File: src/rtl/esm_issue_scheduler.sv
// Buffer-control sequencer for the ESM core: fills free slots from fetch, triggers
// dependency analysis, then issues the independent slots round-robin to execute.
module esm_issue_scheduler #(
  parameter int unsigned Instruction_word_size = 32,
  parameter int unsigned bs                    = 16,
  parameter int unsigned DEP_LAT               = 2
) (
  input  logic                             clk,
  input  logic                             rst,
  input  logic                             fetch_valid,
  input  logic [Instruction_word_size-1:0] fetch_instr,
  output logic                             fetch_ready,
  output logic [Instruction_word_size-1:0] core_instr,
  output logic                             core_load,
  output logic [$clog2(bs)-1:0]            core_buffer_index,
  output logic [0:bs-1]                    core_valid_entries,
  output logic                             core_proceed,
  input  logic [0:bs-1]                    core_independent,
  output logic                             issue_valid,
  output logic [$clog2(bs)-1:0]            issue_index,
  input  logic                             issue_ready,
  output logic [$clog2(bs):0]              occupancy,
  output logic                             full,
  output logic                             empty
);

  localparam int unsigned IW = $clog2(bs);
  localparam int unsigned OW = IW + 1;
  localparam int unsigned CW = (DEP_LAT > 1) ? $clog2(DEP_LAT) : 1;

  typedef enum logic [1:0] {FILL, ANALYZE, WAIT, ISSUE} state_t;

  state_t          state;
  logic [0:bs-1]   valid;
  logic [0:bs-1]   ready_mask;
  logic [IW-1:0]   rr_ptr;
  logic [CW-1:0]   wait_cnt;

  logic [IW-1:0]   alloc_ptr;
  logic [IW-1:0]   pick;
  logic [OW-1:0]   occ_cnt;
  logic [0:bs-1]   cap_mask;
  logic [0:bs-1]   ready_after;

  // Lowest free slot; stays 0 when the buffer is full.
  always_comb begin
    logic found;
    alloc_ptr = '0;
    found     = 1'b0;
    for (int i = 0; i < int'(bs); i++) begin
      if (!found && !valid[i]) begin
        alloc_ptr = IW'(i);
        found     = 1'b1;
      end
    end
  end

  // Round-robin pick: first ready slot at or after rr_ptr, wrapping (bs is a power of 2).
  always_comb begin
    logic          found;
    logic [IW-1:0] idx;
    pick  = '0;
    found = 1'b0;
    for (int k = 0; k < int'(bs); k++) begin
      idx = rr_ptr + IW'(k);
      if (!found && ready_mask[idx]) begin
        pick  = idx;
        found = 1'b1;
      end
    end
  end

  always_comb begin
    occ_cnt = '0;
    for (int i = 0; i < int'(bs); i++) begin
      occ_cnt = occ_cnt + OW'(valid[i]);
    end
  end

  always_comb begin
    ready_after       = ready_mask;
    ready_after[pick] = 1'b0;
  end

  assign cap_mask           = core_independent & valid;
  assign occupancy          = occ_cnt;
  assign full               = (occ_cnt == OW'(bs));
  assign empty              = (occ_cnt == '0);
  assign fetch_ready        = (state == FILL) && !full;
  assign core_load          = fetch_valid && fetch_ready;
  assign core_instr         = fetch_instr;
  assign core_buffer_index  = alloc_ptr;
  assign core_valid_entries = valid;
  assign core_proceed       = (state == ANALYZE);
  assign issue_valid        = (state == ISSUE);
  assign issue_index        = pick;

  // Sequencer; fill-exit decision uses the registered bitmap, so a slot loaded this
  // cycle only counts toward full/empty from the next cycle.
  always_ff @(posedge clk or posedge rst) begin
    if (rst) begin
      state      <= FILL;
      valid      <= '0;
      ready_mask <= '0;
      rr_ptr     <= '0;
      wait_cnt   <= '0;
    end else begin
      case (state)
        FILL: begin
          if (core_load) valid[alloc_ptr] <= 1'b1;
          if (full || (!fetch_valid && !empty)) state <= ANALYZE;
        end
        ANALYZE: begin
          wait_cnt <= CW'(DEP_LAT - 1);
          state    <= WAIT;
        end
        WAIT: begin
          if (wait_cnt == '0) begin
            ready_mask <= cap_mask;
            state      <= (|cap_mask) ? ISSUE : FILL;
          end else begin
            wait_cnt <= wait_cnt - CW'(1);
          end
        end
        ISSUE: begin
          if (issue_ready) begin
            valid[pick]      <= 1'b0;
            ready_mask[pick] <= 1'b0;
            rr_ptr           <= pick + IW'(1);
            if (!(|ready_after)) state <= FILL;
          end
        end
        default: state <= FILL;
      endcase
    end
  end

endmodule

File: config.mk
export PLATFORM = sky130hd
export DESIGN_NAME = esm_issue_scheduler
export DESIGN_NICKNAME = d
export VERILOG_FILES = /design/src/rtl/esm_issue_scheduler.sv
export SDC_FILE = /design/constraint.sdc
export NUM_CORES = 1
export LEC_CHECK = 0
export CAP_MARGIN = 10
export CORE_AREA = 8 8 169 171
export DETAILED_ROUTE_END_ITERATION = 10
export DIE_AREA = 0 0 177 179
export HOLD_SLACK_MARGIN = 0.1
export PLACE_DENSITY = 0.53
export SLEW_MARGIN = 20
export SYNTH_ARGS = -nofsm -noshare
export SYNTH_HDL_FRONTEND = slang
export SYNTH_SLANG_ARGS = --single-unit
export TNS_END_PERCENT = 30
File: constraint.sdc
create_clock -name clk -period 11.4 [get_ports clk]
set_input_delay 1.14 -clock clk [delete_from_list [all_inputs] [get_ports clk]]
set_output_delay 1.14 -clock clk [all_outputs]
set_load 0.01 [all_outputs]
==> impl_metrics.toml <==
[outcome]
outcome = "completed"

[sta]
period_share_pct = 62.2
rsz0062_at_grt = "false"
finClkSkew_ns = 0.00304
finalHoldViolCount = 0
setup_viol = 0
fmax_mhz = 141
period_minus_slack_ns = 7.09
slew_headroom_pct = 29.8
fin_tns_setup_ns = 0
worst-slew-pin-transition_ns = 1.05
worst_slack_ns = 4.31
finalMaxSlewViolations = 0
whs_ns = 0.553

[synthesis]
syn-num-nets = 775
syn_avg_cell_area_um2 = 8.41
yosysWarnings = 0
synth_flop_cell = "dfrtp_1"
ys_seq_area_share_pct = 16.7
syn_inst = 694
synth_cell_types = 82
synth_seq_cells = 39
synthArstFlopShare_pct = 100
synth_edf_count = 0
synth_area_um2 = 5840

[clock_network]
cts_tree = "done"
cts_made_buffers = 5
cts_root_buffer = "clkbuf_16"
hold_buffers = 0
postCtsSetupBuffers = 0
post_cts_resized = 0
cts_buffer_depth = 2
clock_latency_ns = 0.28
clock-sinks = 39
htreeDepth = 2
clk_pin_slew_ns = 0.06

[detailed_routing]
drtPass1Iterations = 7
wl_mm = 20.9
wl_per_cell_um = 20.3
drtIter0Drc = 548
via_per_inst = 5.50
vias = 5655
drc = 0
antenna_left = 0

[critical_path]
cp_max_fo = 31
worstSetupPathType = "reg2out"
r2r-start = "rr_ptr[0]$_DFFE_PP0P_"
worst_setup_path_end_kind = "primary output"
crit_start = "rr_ptr[0]$_DFFE_PP0P_"
setup.worst_path.start_class = "flop"
critical_path_required_ns = 10.26
crit_arrival_ns = 5.95

[layout]
syn2layout_area_growth_pct = 12.9
stdcell_area_um2 = 6590
diodes = 0
layout-drive-gt1-share_pct = 11.8
layout.nets = 774

[grt]
grt_pass1_vias = 5639
antenna_found_initial = 0
gr-usage-all-layers_pct = 13.1
grt.overflow.total = 0
grt_max_degree = 40
grt_pass1_wl_mm = 33.0

[worst_hold_path]
hp-start = "wait_cnt$_DFFE_PP0P_"
min_path_type = "reg2reg"

[floorplanning]
io_pins = 119
start_util_pct = 22.7
rows = 59
die_y_um = 179
dieArea_um2 = 31700
core_um2 = 25800
die_w_um = 177

[job]
maxCapViolCount = 0

[place]
dp_slack_ns = 4.12
postPlaceCellArea_um2 = 6430
detailed_place_hpwl_mm = 15.9
gp_congestion = 0.899
numPortBuffers = 54
through the flow:
step	utilization, %	cells
global placement	24.9	1020
detailed placement	25.0	1021
global route	25.6	1029
floorplan	-	694
finish	25.6	1029
CTS	25.6	1029
layout make-up:
| type | count | area, µm² |
|---|---|---|
| Timing Repair Buffer | 61 | 593 |
| Sequential cell | 39 | 976 |
| Clock buffer | 8 | 156 |
| Multi-Input combinational cell | 539 | 4270 |
| Tap cell | 335 | 419 |
| Fill cell | 2790 | 19200 |
| Inverter | 47 | 176 |
logic make-up (layout without fill, tap and decap cells):
family / Yosys count / in the layout / share of synthesized area (%)
AO/OA/AOI/OAI: 212 / 212 / 24.8
AND/OR/NAND/NOR: 199 / 199 / 16.8
buffers and inverters: 116 / 116 / 10.2
multiplexers: 84 / 84 / 21.7
flip-flops: 39 / 39 / 16.7
adder cells (fa/ha/maj): 29 / 29 / 7.50
XOR/XNOR: 15 / 15 / 2.25
state kept, by name, summed over array words and instances, names as in the netlist:
signal              count
ready_mask             16
wait_cnt                1
core_valid_entries     16
rr_ptr                  4
state                   2
cell usage in the layout (no fill, tap or decap), types with 6 or more instances in the layout:
cell type         n
nor3_1            9
a31oi_1          16
o21ai_0          41
nand2_1          73
nor2b_1           6
a21o_1           11
nor2_1           47
o31ai_1           8
o211ai_1         10
mux4_2           30
mux2_1            7
inv_1            45
xnor2_1          11
ha_1             18
buf_4             7
mux2i_1          26
dfrtp_1          39
clkdlybuf4s50_1  54
o22ai_1          13
a21oi_1          43
nand3_1          18
mux2_2           18
a32o_1            7
fa_1             10
final timing paths:
kind,cells past startpoint,slack [ns],to
max,13,4.31,issue_index[2]
min,2,0.55,wait_cnt$_DFFE_PP0P_
max reg2reg,18,4.39,state[1]$_DFFE_PP0P_
min reg2reg,2,0.55,wait_cnt$_DFFE_PP0P_
max in group asynchronous,3,9.73,core_valid_entries[0]$_DFFE_PP0P_
min in group asynchronous,3,1.32,wait_cnt$_DFFE_PP0P_
layer usage:
layer | GRT usage, % | up-vias | routed length, µm
met1 | 18.2 | 2766 | 9520
met2 | 20.0 | 267 | 9220
li1 | - | 2581 | -
met4 | 3.89 | 0 | 509
met3 | 2.65 | 41 | 1660
met5 | 0 | - | 0
worst max-delay path, cell delays in order (launching register included):
cell and delay [ns]:
dfrtp_1 0.32, buf_4 0.36, inv_1 0.36, ha_2 0.87
mux2i_1 0.26, mux4_2 0.55, mux2i_1 0.58, nand2_1 0.22
o221a_2 0.34, or3_1 0.34, o211ai_1 0.19, a22oi_2 0.25
nor2_1 0.36, clkdlybuf4s50_1 0.63
cells in the mapped netlist (all sizes together) (7+ instances only):
| cell | n | area share [%] |
|---|---|---|
| fa | 10 | 3.4 |
| clkbuf | 21 | 1.4 |
| o22ai | 13 | 1.4 |
| o21ai | 43 | 3.7 |
| inv | 47 | 3.0 |
| o211ai | 10 | 1.3 |
| buf | 48 | 5.8 |
| nor3 | 10 | 0.94 |
| a21o | 11 | 1.4 |
| a31oi | 16 | 1.7 |
| a21oi | 44 | 3.8 |
| nor2 | 48 | 3.2 |
| mux2i | 29 | 5.3 |
| dfrtp | 39 | 17 |
| o31ai | 8 | 1.0 |
| ha | 19 | 4.1 |
| nand2 | 73 | 4.7 |
| nand3 | 18 | 1.5 |
| mux4 | 30 | 12 |
| xnor2 | 11 | 1.7 |
| a32o | 7 | 1.2 |
| mux2 | 25 | 4.8 |
Power is left out: the tool's default activity adds up to more than one toggle a clock period on the data nets, which glitch-free logic cannot reach.
